===== src/rtl/ps2_pkg.sv =====
// rtl/ps2_pkg.sv - shared constants, key FSM states and BCD helper for the PS/2 key tracker
package ps2_pkg;

    localparam logic [7:0] BREAK_CODE = 8'hF0;
    localparam logic [7:0] EXT_CODE   = 8'hE0;
    localparam int         FRAME_LEN  = 11;

    typedef enum logic [1:0] {
        KEY_IDLE,
        KEY_HELD,
        KEY_BREAK
    } key_state_e;

    // Two-digit BCD increment; 99 wraps to 00.
    function automatic logic [7:0] bcd_inc(input logic [7:0] v);
        logic [3:0] tens;
        logic [3:0] units;
        tens  = v[7:4];
        units = v[3:0];
        if (units == 4'd9) begin
            units = 4'd0;
            tens  = (tens == 4'd9) ? 4'd0 : tens + 4'd1;
        end else begin
            units = units + 4'd1;
        end
        return {tens, units};
    endfunction

endpackage


===== src/rtl/scan2ascii.sv =====
// rtl/scan2ascii.sv - set-2 make code to lowercase ASCII lookup, unmapped codes give 00
module scan2ascii (
    input  logic [7:0] scan_code,
    output logic [7:0] ascii
);

    always_comb begin
        ascii = 8'h00;
        case (scan_code)
            8'h1C: ascii = 8'h61;
            8'h32: ascii = 8'h62;
            8'h21: ascii = 8'h63;
            8'h23: ascii = 8'h64;
            8'h24: ascii = 8'h65;
            8'h2B: ascii = 8'h66;
            8'h34: ascii = 8'h67;
            8'h33: ascii = 8'h68;
            8'h43: ascii = 8'h69;
            8'h3B: ascii = 8'h6A;
            8'h42: ascii = 8'h6B;
            8'h4B: ascii = 8'h6C;
            8'h3A: ascii = 8'h6D;
            8'h31: ascii = 8'h6E;
            8'h44: ascii = 8'h6F;
            8'h4D: ascii = 8'h70;
            8'h15: ascii = 8'h71;
            8'h2D: ascii = 8'h72;
            8'h1B: ascii = 8'h73;
            8'h2C: ascii = 8'h74;
            8'h3C: ascii = 8'h75;
            8'h2A: ascii = 8'h76;
            8'h1D: ascii = 8'h77;
            8'h22: ascii = 8'h78;
            8'h35: ascii = 8'h79;
            8'h1A: ascii = 8'h7A;
            8'h45: ascii = 8'h30;
            8'h16: ascii = 8'h31;
            8'h1E: ascii = 8'h32;
            8'h26: ascii = 8'h33;
            8'h25: ascii = 8'h34;
            8'h2E: ascii = 8'h35;
            8'h36: ascii = 8'h36;
            8'h3D: ascii = 8'h37;
            8'h3E: ascii = 8'h38;
            8'h46: ascii = 8'h39;
            8'h29: ascii = 8'h20;
            8'h5A: ascii = 8'h0D;
            default: ascii = 8'h00;
        endcase
    end

endmodule


===== src/rtl/ps2_key_tracker.sv =====
// rtl/ps2_key_tracker.sv - PS/2 frame receiver with make/break tracking, ASCII and BCD press count
module ps2_key_tracker
    import ps2_pkg::*;
#(
    parameter int TIMEOUT_CYCLES = 50000
) (
    input  logic       clk,
    input  logic       clrn,
    input  logic       ps2_clk,
    input  logic       ps2_data,
    output logic [7:0] data,
    output logic [7:0] ascii,
    output logic       state,
    output logic [7:0] count,
    output logic       ready,
    output logic       frame_err
);

    localparam int             TW       = $clog2(TIMEOUT_CYCLES + 1);
    localparam logic [TW-1:0]  TO_LIMIT = TW'(TIMEOUT_CYCLES);
    localparam logic [3:0]     LAST_BIT = 4'(FRAME_LEN - 1);

    logic [2:0]          clk_sync_q, clk_sync_d;
    logic [2:0]          dat_sync_q, dat_sync_d;
    logic [10:0]         shift_q, shift_d;
    logic [3:0]          bit_cnt_q, bit_cnt_d;
    logic [TW-1:0]       to_cnt_q, to_cnt_d;
    logic                done_q, done_d;
    key_state_e          key_q, key_d;
    logic [7:0]          held_q, held_d;
    logic [7:0]          data_q, data_d;
    logic [7:0]          ascii_q, ascii_d;
    logic                state_q, state_d;
    logic [7:0]          count_q, count_d;
    logic                ready_q, ready_d;
    logic                err_q, err_d;

    logic                fall;
    logic [7:0]          rx_byte;
    logic                frame_ok;
    logic [7:0]          lut_ascii;

    assign fall     = clk_sync_q[2] & ~clk_sync_q[1];
    assign rx_byte  = shift_q[8:1];
    // start low, stop high, odd parity across data and parity bits
    assign frame_ok = ~shift_q[0] & shift_q[10] & (^shift_q[9:1]);

    scan2ascii u_scan2ascii (
        .scan_code (rx_byte),
        .ascii     (lut_ascii)
    );

    always_comb begin
        clk_sync_d = {clk_sync_q[1:0], ps2_clk};
        dat_sync_d = {dat_sync_q[1:0], ps2_data};
        shift_d    = shift_q;
        bit_cnt_d  = bit_cnt_q;
        to_cnt_d   = to_cnt_q;
        done_d     = 1'b0;
        key_d      = key_q;
        held_d     = held_q;
        data_d     = data_q;
        ascii_d    = ascii_q;
        state_d    = state_q;
        count_d    = count_q;
        ready_d    = 1'b0;
        err_d      = 1'b0;

        // A falling edge takes priority over a simultaneous timeout expiry.
        if (fall) begin
            to_cnt_d = '0;
            shift_d  = {dat_sync_q[2], shift_q[10:1]};
            if (bit_cnt_q == LAST_BIT) begin
                bit_cnt_d = '0;
                done_d    = 1'b1;
            end else begin
                bit_cnt_d = bit_cnt_q + 4'd1;
            end
        end else if (bit_cnt_q != '0) begin
            if (to_cnt_q == TO_LIMIT) begin
                bit_cnt_d = '0;
                to_cnt_d  = '0;
            end else begin
                to_cnt_d = to_cnt_q + 1'b1;
            end
        end else begin
            to_cnt_d = '0;
        end

        if (done_q) begin
            if (!frame_ok) begin
                err_d = 1'b1;
            end else begin
                ready_d = 1'b1;
                if (rx_byte != EXT_CODE) begin
                    case (key_q)
                        KEY_IDLE, KEY_HELD: begin
                            if (rx_byte == BREAK_CODE) begin
                                key_d  = KEY_BREAK;
                                data_d = rx_byte;
                            end else if (key_q == KEY_HELD && rx_byte == held_q) begin
                                data_d = rx_byte;
                            end else begin
                                key_d   = KEY_HELD;
                                held_d  = rx_byte;
                                data_d  = rx_byte;
                                ascii_d = lut_ascii;
                                state_d = 1'b0;
                                count_d = bcd_inc(count_q);
                            end
                        end
                        KEY_BREAK: begin
                            key_d   = KEY_IDLE;
                            data_d  = rx_byte;
                            state_d = 1'b1;
                        end
                        default: key_d = KEY_IDLE;
                    endcase
                end
            end
        end
    end

    always_ff @(posedge clk or negedge clrn) begin
        if (!clrn) begin
            clk_sync_q <= 3'b111;
            dat_sync_q <= 3'b111;
            shift_q    <= '0;
            bit_cnt_q  <= '0;
            to_cnt_q   <= '0;
            done_q     <= 1'b0;
            key_q      <= KEY_IDLE;
            held_q     <= '0;
            data_q     <= '0;
            ascii_q    <= '0;
            state_q    <= 1'b1;
            count_q    <= '0;
            ready_q    <= 1'b0;
            err_q      <= 1'b0;
        end else begin
            clk_sync_q <= clk_sync_d;
            dat_sync_q <= dat_sync_d;
            shift_q    <= shift_d;
            bit_cnt_q  <= bit_cnt_d;
            to_cnt_q   <= to_cnt_d;
            done_q     <= done_d;
            key_q      <= key_d;
            held_q     <= held_d;
            data_q     <= data_d;
            ascii_q    <= ascii_d;
            state_q    <= state_d;
            count_q    <= count_d;
            ready_q    <= ready_d;
            err_q      <= err_d;
        end
    end

    assign data      = data_q;
    assign ascii     = ascii_q;
    assign state     = state_q;
    assign count     = count_q;
    assign ready     = ready_q;
    assign frame_err = err_q;

endmodule


===== config.mk =====
export PLATFORM = sky130hd
export DESIGN_NAME = ps2_key_tracker
export DESIGN_NICKNAME = d
export VERILOG_FILES = /design/src/rtl/ps2_pkg.sv /design/src/rtl/scan2ascii.sv /design/src/rtl/ps2_key_tracker.sv
export SDC_FILE = /design/constraint.sdc
export NUM_CORES = 1
export LEC_CHECK = 0
export BUFFER_PORTS_ARGS = -buffer_cell sky130_fd_sc_hd__clkbuf_2
export CAP_MARGIN = 20
export CORE_AREA = 5 5 105 182
export DETAILED_ROUTE_END_ITERATION = 8
export DIE_AREA = 0 0 110 187
export GPL_ROUTABILITY_DRIVEN = 0
export GPL_TIMING_DRIVEN = 0
export RECOVER_POWER = 25
export SETUP_SLACK_MARGIN = 0.05
export SYNTH_ARGS = -nofsm -noshare
export SYNTH_HDL_FRONTEND = slang
export SYNTH_HIERARCHICAL = 1
export SYNTH_SLANG_ARGS = --single-unit

===== constraint.sdc =====
create_clock -name clk -period 3.5 [get_ports clk]
set_clock_uncertainty 0.05 [all_clocks]
set_input_delay 0.35 -clock clk [delete_from_list [all_inputs] [get_ports clk]]
set_output_delay 0.35 -clock clk [all_outputs]
set_load 0.02 [all_outputs]

Yosys cells after proc, flatten, opt, wreduce, memory -nomap -nowiden
Memories as Yosys holds them, arrays and structs flattened.
Index checks and enable logic that the tools add are counted.
Storage, ports and cells
  register bits after elaboration: 75
  latch bits: 0
  bits in writable memories: 0
  memory bits (read-only): 896
  input bits: 4
  output and inout bits: 27
  logic and storage cells: 76
  memories: 1
Memory list
  (name not given): depth 128, width 7, rd ports 1, clocked after memory_dff 0, write ports 0, line scan2ascii.sv:9  | case (scan_code)
Operators by class
  $add $sub $neg: 4
  multiply operators: 0
  div/mod/pow operators: 0
  $lt $le $gt $ge: 0
  eq/ne operators: 12
  shifts and indexed selects: 0
  mux-type cells: 22
  bitwise gates (word level): 7
  reduce and logical (&&, ||, !) cells: 15
Operators by type and width (count)
  16-bit two-way mux: 3
  4-bit two-way mux: 6
  16-bit by 1-bit adder with 16-bit output, second input constant: 1
  16-bit equality test, second input constant: 1
  4-bit by 1-bit adder with 4-bit output, second input constant: 3
  4-bit equality test, second input constant: 3
  6-bit AND reduction: 2
  9-bit XOR reduction: 1
  8-bit equality test: 1
  8-bit equality test, second input constant: 1
  1-bit two-way mux: 8
  8-bit two-way mux: 1
  8-bit != test, second input constant: 1
  4-bit AND reduction: 2
  7-bit AND reduction: 1
  2-bit two-way mux: 3
  2-bit nonzero test: 3
  2-bit != test, second input constant: 2
  1-bit inverter: 4
  4-bit nonzero test: 1
  1-bit bitwise AND: 3
  3-bit != test, second input constant: 1
  3-bit OR reduction: 1
  2-bit by 1-bit equality test with 1-bit output, second input constant: 1
  6 further kinds: 6

Longest topological paths before layout
  depth after elaboration: 5
  gate-level depth with buffers: 8
  mapped depth without buffers: 8

By module
Netlist, hierarchy kept.
Modules (own cells, without submodules)
  ps2_key_tracker: times used 1, cells each 300, area an instance 3453.3 um^2, seq. area each 1885.6 um^2
  scan2ascii: times used 1, cells each 125, area an instance 825.8 um^2, seq. area each 0.0 um^2

Worst setup path before layout
Ideal clock, no wire load.
  path type: reg2reg
  from: reg shift_q[8]
  to: reg count_q[5] (netlist: count[5])
  setup time: 0.125 ns
  data arrival time: 2.441 ns
  data required time: 3.325 ns
  setup slack: 0.884 ns
  cell stages (with the launch flop): 8
  buffers on the path: 1
  period minus slack after synthesis: 2.616 ns
  cells stage by stage: dfrtp_1 -> ha_1 -> xnor3_2 -> xnor2_2 -> or3_1 -> buf_6 -> nor3_1 -> mux2_2
Between the ends
  longest elaborated chain between the ends: 4
  elaborated cells between the ends (all ways): 9
  classes of those cells: eq/ne: 3; bitwise: 3; reduce/logical: 3
Ends and longest elaborated chain
  from (decl): line ps2_key_tracker.sv:25  | logic [10:0] shift_q, shift_d;
  from (signal assigned): line ps2_key_tracker.sv:143  | shift_q <= shift_d;
  8-bit equality test: line ps2_key_tracker.sv:101  | end else if (key_q == KEY_HELD && rx_byte == held_q) begin
  1-bit logical AND: line ps2_key_tracker.sv:101
  1-bit inverter (no line)
  7-bit AND reduction (no line) *
  to (signal assigned): line ps2_key_tracker.sv:152  | count_q <= count_d;
  to (decl): line ps2_key_tracker.sv:34  | logic [7:0] count_q, count_d;
Mark *: on every way between the ends. The rest lies on a longest branch, timed or not.
A chain may end at the register's enable or synchronous reset.

Worst setup path after layout
Same ends and word-level chain as after synthesis.

==> flow_summary.yaml <==
power:
  power_density_nw_per_um2: 562.8
  peakVddDrop_uv: 307.2
  finalPower_mw: 2.843
  cellLeakagePower_nw: 2.303
die:
  rows: 64
  start_util_pct: 24.63
  die_h_microns: 187
  dieArea_sq_um: 20570
  core_sq_um: 17380
  die_w_microns: 110
  ios: 31
logic_synthesis:
  synthArstFlopShare_pct: 100.0
  synth-seq-cells: 75
  syn_avg_cell_area_sq_um: 10.07
  synth_cell_types: 70
  netlist_area_sq_um: 4279
  yosys_warnings: 6
  ys_seq_area_share_pct: 44.06
  synthFlopType: "dfrtp_1"
  synth_nets: 446
  netlist_instances: 425
  synth-edff-count: 0
setup_path:
  crit_slowest_cell: "dfrtp_1"
  cp_num_cells: 7
  reg2reg_slack_ns: 0.53
  cpLargestDelayFamily: "flip-flops"
  crit_chain: "ha_1 -> xnor3_2 -> xnor2_2 -> or3_1 -> buf_6 -> nor3_1 -> mux2_2"
  critPathRequiredTime_ns: 3.66
  crit_arrival_ns: 3.13
  worstSetupPathType: "reg2reg"
  max_stage_delay_ns: 0.71
  worstSetupEndpointType: "register"
  cp_max_fo: 13
  cp_num_buf_inv: 1
  ff2ff_path_depth: 7
  start_kind: "register"
cts:
  clockBufferDepth: 2
  cts_tree: "done"
  insertion_delay_ns: 0.34
  htreeDepth: 3
  path_clk_slew_ns: 0.06
  cts_setup_buffers: 0
  cts-root-buf: "clkbuf_16"
  cts_inserted_buffers: 9
  cts_sinks: 75
global_routing:
  track_usage_pct: 10.69
  antenna_found_initial: 0
  grt_pass1_vias: 3620
  grt_pass1_wl_mm: 17.48
  grt_max_degree: 56
  overflow: 0
sta:
  tns_ns: 0
  post-route-period-util_pct: 84.79
  final_hold_viol_count: 0
  tightest_slew_ns: 1.398
  max_freq_ghz: 0.3370
  hold_ws_ns: 0.04083
  slew_violations: 0
  post-route-min-period_ns: 2.968
  final-setup-viol-count: 0
  slew_headroom_pct: 6.804
  rsz0062_at_grt: "false"
route:
  antenna_left: 0
  drt-total-wl_mm: 10.38
  drt_iter0_drc: 228
  drt_pre_antenna_iters: 6
  vias: 3370
  drt-vias-per-instance: 4.787
  drc: 0
  wire_per_inst_microns: 14.75
final_layout:
  fin_nets: 489
  area_growth_pct: 18.04
  diodes: 0
  final_layout_size_suffix_gt1_share_pct: 23.04
  fin_area_sq_um: 5051
  nFillCells: 1819
min_path:
  hold_depth: 1
  hp-class: "in2reg"
job:
  max_cap_violations: 0
place:
  dpl_cell_area_sq_um: 4748
  dp_hpwl_mm: 7.773
  portBuffers: 30
run_status:
  outcome: "completed"
==> routing by layer <==
metal,global-route usage (%),vias to the layer above,share of wire [%]
li1,-,1579,-
met2,19.46,101,54
met5,0,-,0
met4,6.481,0,5.0
met1,10.96,1643,37
met3,1.762,47,4.0
==> flip-flops by register name, summed over array words and instances (netlist names), 2 cells and up <==
register    flops
bit_cnt_q       4
data            8
key_q           2
ascii           8
shift_q        11
count           8
held_q          8
dat_sync_q      3
clk_sync_q      3
to_cnt_q       16
==> final cells by class <==
type,count,area [sq um],area share [%]
Buffer,15,98.84,1.957
Clock buffer,10,229.0,4.533
Clock inverter,6,90.09,1.784
Inverter,22,82.58,1.635
Multi-Input combinational cell,313,2212,43.79
Sequential cell,75,1886,37.33
Tap cell,231,289.0,5.722
Timing Repair Buffer,32,163.9,3.245
==> power by group <==
part	internal, mW	switching (mW)	total, mW
registers	0.943	0.132	1.07
logic	0.312	0.469	0.781
clock network	0.626	0.361	0.988
total	1.88	0.961	2.84
==> kinds of logic after synthesis <==
group           share of synthesized area, %
simple gates                           20.29
flops                                  44.06
compound gates                         12.54
buf+inv                                4.239
xor+xnor                               6.462
mux                                    7.339
fa+ha+maj                              4.971
other cells                          0.08764
==> synthesized netlist by cell type, drive strengths merged, types with 3 or more instances <==
library cell  instances  area (sq um)
dfrtp                68          1702
nand2                51         193.9
nor2                 28         107.6
mux2                 27         304.0
inv                  22         82.58
o21ai                22         110.1
ha                   17         212.7
xor2                 17         148.9
nand3                16         90.09
a21oi                12         63.81
nor2b                12         75.07
buf                  11         83.82
xnor2                11         103.9
nor3                 10         61.31
nand2b                8         50.05
nand4                 8         50.05
dfstp                 7         183.9
and2                  6         37.54
nor4                  6         52.55
and3                  5         31.28
a211oi                4         47.54
a31oi                 4         25.02
clkbuf                4         15.01
o211ai                4         30.03
a221oi                3         38.79
a22o                  3         26.28
nor3b                 3         27.52
==> metrics by stage <==
stage / util, % / instances / worst slack (ns)
final: 29.07 / 704 / 0.5323
after global placement: 27.15 / 686 / 0.5600
after detailed placement: 27.33 / 687 / 0.5331
after CTS: 29.22 / 704 / 0.5155
after global routing: 29.07 / 704 / 0.2978
after floorplan: - / 425 / 0.8844
==> final timing paths <==
| check | start | endpoint |
|---|---|---|
| max in group asynchronous | clrn | count[3]$_DFFE_PN0P_ |
| setup / recovery | shift_q[8]$_DFFE_PN0P_ | count[5]$_DFFE_PN0P_ |
| hold / removal | ps2_clk | clk_sync_q[0]$_DFF_PN1_ |
| min in group asynchronous | clrn | bit_cnt_q[1]$_DFFE_PN0P_ |
| hold reg to reg | clk_sync_q[0]$_DFF_PN1_ | clk_sync_q[1]$_DFF_PN1_ |
| setup reg to reg | shift_q[8]$_DFFE_PN0P_ | count[5]$_DFFE_PN0P_ |
==> worst register-to-register path: cells and delay by family (launching register included) <==
| family | cells | cell delay [ns] |
|---|---|---|
| buf+inv | 1 | 0.15 |
| simple gates | 2 | 0.62 |
| xor+xnor | 2 | 0.60 |
| flops | 1 | 0.71 |
| fa+ha+maj | 1 | 0.35 |
| mux | 1 | 0.36 |
==> timing repair <==
item	CTS	global route
hold buffers	1	0
endpoints found under the hold margin	17	0
resized for setup	0	0
endpoints found under the setup margin	0	0
==> cell usage in the layout, fill, tap and decap left out, types with 8 or more instances in the layout <==
cell type  synthesis  final
a21oi_1           11     11
clkbuf_16          0      9
clkbuf_2           0     30
dfrtp_1           68     68
ha_1              17     17
inv_1             22     22
mux2_2            27     27
nand2_1           50     50
nand2b_1           8      8
nand3_1           14     14
nand4_1            8      8
nor2_1            27     27
nor2b_1           12     12
nor3_1             9      9
o21ai_0           14     14
o21ai_1            8      8
xnor2_1           10     10
xor2_1            17     17
No activity file was read; power rests on OpenSTA's default activity.
